### src/rtl/debug_cmd_parser_pkg.sv
// Shared opcodes, FSM state encoding and response bytes for debug_cmd_parser.
// ST_ACK exists only when DEBUG_CMD_ACK_EN is defined.
package debug_cmd_pkg;

  localparam logic [1:0] OP_SELECT = 2'b00;
  localparam logic [1:0] OP_READ   = 2'b01;
  localparam logic [1:0] OP_WRITE  = 2'b10;
  localparam logic [1:0] OP_ECHO   = 2'b11;

  localparam logic [7:0] RESP_ECHO = 8'hA5;
  localparam logic [7:0] RESP_ACK  = 8'h5A;
  localparam logic [7:0] RESP_ERR  = 8'hEE;

  typedef enum logic [2:0] {
    ST_IDLE,
    ST_WDATA,
    ST_WSTROBE,
    ST_RSAMPLE,
    ST_RSEND
`ifdef DEBUG_CMD_ACK_EN
    , ST_ACK
`endif
  } state_t;

  function automatic logic [7:0] ack_byte(input logic ok);
    return ok ? RESP_ACK : RESP_ERR;
  endfunction

endpackage

### src/rtl/debug_cmd_tx.sv
// Response transmitter: shifts out a loaded word LSB byte first over a
// valid/ready channel; done pulses with the final byte transfer.
module debug_cmd_tx #(
  parameter int DATA_WIDTH = 8,
  parameter int BYTES      = DATA_WIDTH / 8,
  parameter int CW         = (BYTES > 1) ? $clog2(BYTES) : 1
) (
  input  logic                  clk,
  input  logic                  rst_n,
  input  logic                  load,
  input  logic [DATA_WIDTH-1:0] load_word,
  input  logic [CW:0]           load_len,
  output logic                  out_valid,
  input  logic                  out_ready,
  output logic [7:0]            out_data,
  output logic                  done
);

  logic [DATA_WIDTH-1:0] shreg;
  logic [CW-1:0]         cnt;

  assign out_data = shreg[7:0];
  assign done     = out_valid && out_ready && (cnt == '0);

  always_ff @(posedge clk) begin
    if (!rst_n) begin
      shreg     <= '0;
      cnt       <= '0;
      out_valid <= 1'b0;
    end else if (load) begin
      shreg     <= load_word;
      cnt       <= CW'(load_len - 1'b1);
      out_valid <= 1'b1;
    end else if (out_valid && out_ready) begin
      // Final byte stays on out_data after valid drops.
      if (cnt == '0) begin
        out_valid <= 1'b0;
      end else begin
        shreg <= shreg >> 8;
        cnt   <= cnt - 1'b1;
      end
    end
  end

endmodule

### src/rtl/debug_cmd_parser.sv
// Byte-stream command decoder driving debug_mux select/read/write.
// Define DEBUG_CMD_ACK_EN to acknowledge SELECT and WRITE with a response byte.
module debug_cmd_parser
  import debug_cmd_pkg::*;
#(
  parameter int CORES      = 4,
  parameter int LOG_CORES  = 2,
  parameter int DATA_WIDTH = 8
) (
  input  logic                  clk,
  input  logic                  rst_n,
  input  logic                  in_valid,
  output logic                  in_ready,
  input  logic [7:0]            in_data,
  output logic                  out_valid,
  input  logic                  out_ready,
  output logic [7:0]            out_data,
  output logic [LOG_CORES-1:0]  sel,
  output logic [4:0]            addr,
  output logic                  we,
  output logic [DATA_WIDTH-1:0] wdata,
  input  logic [DATA_WIDTH-1:0] rdata
);

  localparam int BYTES = DATA_WIDTH / 8;
  localparam int CW    = (BYTES > 1) ? $clog2(BYTES) : 1;

  state_t                state;
  logic [CW-1:0]         wcnt;
  logic                  in_fire;
  logic                  sel_ok;
  logic [1:0]            op;
  logic                  tx_load;
  logic [DATA_WIDTH-1:0] tx_word;
  logic [CW:0]           tx_len;
  logic                  tx_done;

  assign in_fire = in_valid && in_ready;
  assign op      = in_data[7:6];
  assign sel_ok  = 32'(in_data[5:0]) < CORES;

  always_comb begin
    tx_load = 1'b0;
    tx_word = '0;
    tx_len  = (CW+1)'(1);
    case (state)
      ST_IDLE: begin
        if (in_fire && op == OP_ECHO) begin
          tx_load = 1'b1;
          tx_word = DATA_WIDTH'(RESP_ECHO);
        end
`ifdef DEBUG_CMD_ACK_EN
        if (in_fire && op == OP_SELECT) begin
          tx_load = 1'b1;
          tx_word = DATA_WIDTH'(ack_byte(sel_ok));
        end
`endif
      end
`ifdef DEBUG_CMD_ACK_EN
      ST_WSTROBE: begin
        tx_load = 1'b1;
        tx_word = DATA_WIDTH'(RESP_ACK);
      end
`endif
      ST_RSAMPLE: begin
        tx_load = 1'b1;
        tx_word = rdata;
        tx_len  = (CW+1)'(BYTES);
      end
      default: ;
    endcase
  end

  always_ff @(posedge clk) begin
    if (!rst_n) begin
      state    <= ST_IDLE;
      wcnt     <= '0;
      sel      <= '0;
      addr     <= '0;
      we       <= 1'b0;
      wdata    <= '0;
      in_ready <= 1'b0;
    end else begin
      we <= 1'b0;
      case (state)
        ST_IDLE: begin
          in_ready <= 1'b1;
          if (in_fire) begin
            case (op)
              OP_SELECT: begin
                if (sel_ok) sel <= in_data[LOG_CORES-1:0];
`ifdef DEBUG_CMD_ACK_EN
                state    <= ST_ACK;
                in_ready <= 1'b0;
`endif
              end
              OP_READ: begin
                addr     <= in_data[4:0];
                state    <= ST_RSAMPLE;
                in_ready <= 1'b0;
              end
              OP_WRITE: begin
                addr  <= in_data[4:0];
                wcnt  <= '0;
                state <= ST_WDATA;
              end
              default: begin
                state    <= ST_RSEND;
                in_ready <= 1'b0;
              end
            endcase
          end
        end
        ST_WDATA: begin
          if (in_fire) begin
            wdata[{wcnt, 3'b000} +: 8] <= in_data;
            if (wcnt == CW'(BYTES - 1)) begin
              we       <= 1'b1;
              state    <= ST_WSTROBE;
              in_ready <= 1'b0;
            end else begin
              wcnt <= wcnt + 1'b1;
            end
          end
        end
        ST_WSTROBE: begin
`ifdef DEBUG_CMD_ACK_EN
          state <= ST_ACK;
`else
          state    <= ST_IDLE;
          in_ready <= 1'b1;
`endif
        end
        ST_RSAMPLE: state <= ST_RSEND;
`ifdef DEBUG_CMD_ACK_EN
        ST_ACK,
`endif
        ST_RSEND: begin
          if (tx_done) begin
            state    <= ST_IDLE;
            in_ready <= 1'b1;
          end
        end
        default: begin
          state    <= ST_IDLE;
          in_ready <= 1'b0;
        end
      endcase
    end
  end

  debug_cmd_tx #(
    .DATA_WIDTH (DATA_WIDTH),
    .BYTES      (BYTES),
    .CW         (CW)
  ) u_tx (
    .clk       (clk),
    .rst_n     (rst_n),
    .load      (tx_load),
    .load_word (tx_word),
    .load_len  (tx_len),
    .out_valid (out_valid),
    .out_ready (out_ready),
    .out_data  (out_data),
    .done      (tx_done)
  );

endmodule

### config.mk
export PLATFORM = sky130hd
export DESIGN_NAME = debug_cmd_parser
export DESIGN_NICKNAME = d
export VERILOG_FILES = /design/src/rtl/debug_cmd_parser_pkg.sv /design/src/rtl/debug_cmd_tx.sv /design/src/rtl/debug_cmd_parser.sv
export SDC_FILE = /design/constraint.sdc
export NUM_CORES = 1
export LEC_CHECK = 0
export CAP_MARGIN = 20
export CORE_ASPECT_RATIO = 1.25
export CORE_UTILIZATION = 28
export DETAILED_ROUTE_END_ITERATION = 8
export PLACE_DENSITY = 0.61
export SETUP_SLACK_MARGIN = 0.05
export SYNTH_ARGS = -nofsm -noshare
export SYNTH_HDL_FRONTEND = slang
export SYNTH_HIERARCHICAL = 1
export SYNTH_SLANG_ARGS = --single-unit
### constraint.sdc
create_clock -name clk -period 3.3 [get_ports clk]
set_clock_uncertainty 0.05 [all_clocks]
set_input_delay 0.33 -clock clk [delete_from_list [all_inputs] [get_ports clk]]
set_output_delay 0.33 -clock clk [all_outputs]
set_load 0.02 [all_outputs]
# After elaboration in Yosys (flattened, before gate mapping)
# Cells that the tools add are included.
[word_totals] ff_bits=31 inputBits=20 output_inout_bits=26 word_cells=84
[op_classes] muxes=30 n_eq_ne=14 shift=2 n_addsub=3 n_bitwise=3 magnitude_cmp=1 reduce_logical=21
[op_table] cell="2-to-1 mux 8 bit" count=4
[op_table] cell="one-hot mux 8 bit (2 select lines)" count=1
[op_table] cell="2-to-1 mux 1 bit" count=15
[op_table] cell="2-to-1 mux 3 bit" count=4
[op_table] cell="!= test 2 bit (second input constant)" count=6
[op_table] cell="one-hot mux 3 bit (4 select lines)" count=1
[op_table] cell="AND reduction 4 bit" count=3
[op_table] cell="one-hot mux 3 bit (3 select lines)" count=1
[op_table] cell="bitwise mux 8 bit" count=1
[op_table] cell="variable shift 8 x 6 -> 8 bit (first input constant)" count=1
[op_table] cell="variable part select 8 x 6 -> 8 bit" count=1
[op_table] cell="== test 3 x 2 -> 1 bit (second input constant)" count=2
[op_table] cell="less-than comparator 6 x 3 -> 1 bit (second input constant)" count=1
[op_table] cell="negator 4 -> 6 bit" count=1
[op_table] cell="AND reduction 2 bit" count=3
[op_table] cell="AND reduction 3 bit" count=2
[op_table] cell="nonzero test 2 bit" count=3
[op_table] cell="OR reduction 2 bit" count=3
[op_table] cell="one-hot mux 1 bit (5 select lines)" count=1
[op_table] cell="AND reduction 5 bit" count=1
[op_table] cell="== test 2 bit (second input constant)" count=2
[op_table] cell="logical AND 1 bit" count=4
[op_table] cell="one-hot mux 1 bit (2 select lines)" count=2
[op_table] cell="== test 3 x 1 -> 1 bit (second input constant)" count=1
[op_table] cell="8 further kinds" count=10

# Logic depth before layout (Yosys ltp)
[depth] depth_word=6 depth_mapped=6 depth_no_buf=6

# Modules after synthesis
# Netlist, hierarchy kept.
[by_module_without_submodules] mod="debug_cmd_parser" seq_area_each_um2=400.4 area_each_um2=1001.0 n_inst=1 cells_per_inst=116
[by_module_without_submodules] mod="debug_cmd_tx" seq_area_each_um2=200.2 area_each_um2=402.9 n_inst=1 cells_per_inst=37

# Worst setup path after synthesis
# OpenSTA, ideal clock, no wires.
[synth_path] path_kind="register to register" from="register in_ready" to="register u_tx.shreg[0], in the netlist u_tx/out_data[0]" path_buffers=0 path_slack_ps=1661 t_required_ps=3129 path_stages_with_launch=7 synth_period_minus_slack_ps=1639 arrival_ps=1467 setup_ps=121 path_cell_list="dfxtp_1 and3b_1 and3_1 or2_1 nand2b_4 o21ai_4 nor2_1"
[synth_via] elab_chain_cells=6 word_cells_on_any_way=10 cone_classes="mux: 5; reduce/logical: 5"
[synth_rtl] item="from (decl)" line_no="debug_cmd_parser.sv:13" rtl="output logic in_ready,"
[synth_rtl] item="from (signal assigned)" line_no="debug_cmd_parser.sv:82" rtl="in_ready <= 1'b0;"
[synth_rtl] item="from (signal assigned)" line_no="debug_cmd_parser.sv:87" rtl="in_ready <= 1'b1;"
[synth_rtl] item="from (signal assigned)" line_no="debug_cmd_parser.sv:100" rtl="in_ready <= 1'b0;"
[synth_rtl] item="logical AND 1 bit (*)" line_no="debug_cmd_parser.sv:38" rtl="assign in_fire = in_valid && in_ready;"
[synth_rtl] item="logical AND 1 bit (*)" line_no="debug_cmd_parser.sv:48" rtl="if (in_fire && op == OP_ECHO) begin"
[synth_rtl] item="2-to-1 mux 1 bit (*)" line_no="debug_cmd_parser.sv:48"
[synth_rtl] item="one-hot mux 1 bit (2 select lines) (*)" line_no="debug_cmd_parser.sv:46" rtl="case (state)"
[synth_rtl] item="via tx_load" line_no="debug_cmd_parser.sv:33" rtl="logic tx_load;"
[synth_rtl] item="nonzero test 2 bit (no line)"
[synth_rtl] item="AND reduction 2 bit (no line)"
[synth_rtl] item="to (signal assigned)" line_no="debug_cmd_tx.sv:31" rtl="shreg <= load_word;"
[synth_rtl] item="to (signal assigned)" line_no="debug_cmd_tx.sv:39" rtl="shreg <= shreg >> 8;"
[synth_rtl] item="to (decl)" line_no="debug_cmd_tx.sv:19" rtl="logic [DATA_WIDTH-1:0] shreg;"
# The timed path passes the listed nets; every way through them passes the cells marked *.
# A chain may end at the register's enable or synchronous reset.

# Final worst setup path
[layout_path] from="input port in_data[6]" to="register u_tx.shreg[7], in the netlist u_tx/out_data[7]"
[layout_via] elab_chain_cells=6 word_cells_on_any_way=10 cone_classes="eq/ne: 1; mux: 5; reduce/logical: 4"
[layout_rtl] item="from (decl)" line_no="debug_cmd_parser.sv:14" rtl="input logic [7:0] in_data,"
[layout_rtl] item="== test 2 bit (*)" line_no="debug_cmd_parser.sv:48"
[layout_rtl] item="logical AND 1 bit (*)" line_no="debug_cmd_parser.sv:48"
[layout_rtl] item="2-to-1 mux 1 bit (*)" line_no="debug_cmd_parser.sv:48"
[layout_rtl] item="one-hot mux 1 bit (2 select lines) (*)" line_no="debug_cmd_parser.sv:46"
[layout_rtl] item="via tx_load" line_no="debug_cmd_parser.sv:33"
[layout_rtl] item="nonzero test 2 bit (no line)"
[layout_rtl] item="AND reduction 2 bit (no line)"
# Marked as above.

==> flow_summary.json <==
{
  "worstPathRequired_ns": 3.42,
  "fin_tns_setup_ns": 0,
  "startpoint_type": "input pin",
  "reg2reg_depth": 6,
  "dp_hpwl_um": 2220,
  "grt_usage": 0.132,
  "routabilityCongestion": 0.755,
  "drive_gt1_frac": 0.0750,
  "place.port_buffers": 45,
  "cp.depth": 7,
  "netSwitchingFraction": 0.245,
  "die_h_um": 81.1,
  "p_clk_frac": 0.384,
  "switchingPower_mw": 0.192,
  "fin_nets": 223,
  "timing.hold.ws_ns": 0.408,
  "drtIter0Drc": 25,
  "die_w_um": 65.2,
  "cap_violations": 0,
  "rows": 28,
  "cts_tree": "built",
  "worst-path-buf-inv": 1,
  "area_growth_pct": 41.9,
  "cts-root-buf": "clkbuf_8",
  "layout_commonest_cell": "clkdlybuf4s50_1",
  "cp_slowest_stage_delay_ns": 0.47,
  "grt_pass1_wl_um": 5260,
  "hold_viol": 0,
  "cts_htree_levels": 2,
  "antenna_cells": 0,
  "worst_pin_slew_ns": 0.919,
  "hp-class": "register to register",
  "syn_area_per_cell_um2": 9.21,
  "status": "completed",
  "cts.reportedPaths.clkPinSlew_ns": 0.06,
  "crit_type": "input pin to register",
  "fp.dieArea_mm2": 0.00529,
  "period_minus_slack_ns": 2.10,
  "clk_latency_ns": 0.28,
  "cts_buffers": 5,
  "clkSinkCount": 30,
  "syn_area_mm2": 0.00140,
  "grt.overflow.total": 0,
  "period_share": 0.636,
  "antenna_found_initial": 0,
  "slew_viol_final": 0,
  "postCtsSetupRepairBufs": 0,
  "grt_max_degree": 28,
  "fin_ws_ns": 1.20,
  "drc_errors": 0,
  "peakVddDrop_uv": 258,
  "antenna_left": 0,
  "cp_cell_sequence": "clkdlybuf4s50_1 -> ha_1 -> and3_1 -> or2_1 -> nand2b_4 -> o21ai_4 -> nor2_1",
  "grt_pass1_vias": 1128,
  "seq_power_share": 0.480,
  "power_density_mw_per_mm2": 395,
  "syn_inst": 152,
  "wl_per_cell_um": 12.2,
  "dr_total_vias": 1210,
  "maxSlewHeadroom": 0.386,
  "clk_path_buf_depth": 2,
  "viasPerCell": 4.65,
  "critical_path_arrival_ns": 2.21,
  "max_freq_mhz": 477,
  "syn_nets": 176,
  "p_int_mw": 0.593,
  "setup_violations": 0,
  "first_pass_iters": 4,
  "yosysWarningCount": 6,
  "cp_max_fo": 11,
  "layout_common_cells": "clkdlybuf4s50_1, dfxtp_1, nand2_1, mux2i_1, nor2_1",
  "cts_resized": 0,
  "worstHoldPathCells": 2,
  "p_leak_nw": 0.764,
  "wirelength_um": 3180,
  "rsz0062_at_grt": "false",
  "initial_core_util": 0.294,
  "worst_path_max_delay_cell": "clkdlybuf4s50_1",
  "critPathTopFamily": "simple AND/OR/NAND/NOR gates",
  "fillers": 506,
  "final_area_mm2": 0.00199,
  "p_comb_frac": 0.136,
  "dpl_cell_area_mm2": 0.00190,
  "cp-end-kind": "register",
  "ios": 46,
  "postCtsHoldBufs": 0,
  "core-area_mm2": 0.00476,
  "preCtsSetupSlack_ns": 0.891
}
flip-flops by register name, summed over array words and instances, names as in the netlist:
register,count
in_ready,1
wdata,8
u_tx/out_valid,1
u_tx/out_data,8
state,3
sel,2
u_tx/cnt,1
we,1
addr,5
through the flow:
stage,util,total power [mW],instances
after detailed placement,0.398,0.492,252
after CTS,0.417,0.798,260
after floorplan,-,0.441,152
after global routing,0.417,0.826,260
final,0.417,0.785,260
after global placement,0.398,0.493,252
power by group through the flow:
stage | logic [mW] | clock network, mW | registers [mW]
final | 0.107 | 0.302 | 0.377
after global routing | 0.117 | 0.331 | 0.378
after CTS | 0.108 | 0.313 | 0.377
after detailed placement | 0.107 | 0 | 0.385
after global placement | 0.107 | 0 | 0.385
after floorplan | 0.0502 | 0 | 0.391
tightest hold or removal path: cells and delay by family, from the launching register on:
family | cells | cell delay, ns
flops | 1 | 0.31
mux | 1 | 0.05
simple gates | 1 | 0.05
per-layer routing:
metal  part of all wire  GRT usage
met5                  0          0
met4              0.017     0.0587
met3              0.060     0.0435
met2               0.47      0.211
met1               0.45      0.161
layout make-up:
cell class | instances | area (um2) | share of cell area
Inverter | 3 | 11.3 | 0.00567
Clock buffer | 7 | 86.3 | 0.0435
Timing Repair Buffer | 47 | 465 | 0.234
Sequential cell | 30 | 601 | 0.302
Tap cell | 60 | 75.1 | 0.0378
Multi-Input combinational cell | 112 | 743 | 0.374
Clock inverter | 1 | 5.00 | 0.00252
final timing paths:
path | from | end | slack [ns]
setup / recovery | in_data[6] | u_tx/out_data[7]$_SDFFE_PN0P_ | 1.20
hold / removal | addr[4]$_SDFFE_PN0P_ | addr[4]$_SDFFE_PN0P_ | 0.41
setup reg to reg | state[2]$_SDFFE_PN0P_ | u_tx/out_data[7]$_SDFFE_PN0P_ | 1.26
hold reg to reg | addr[4]$_SDFFE_PN0P_ | addr[4]$_SDFFE_PN0P_ | 0.41
No activity file was read; power rests on OpenSTA's default activity.
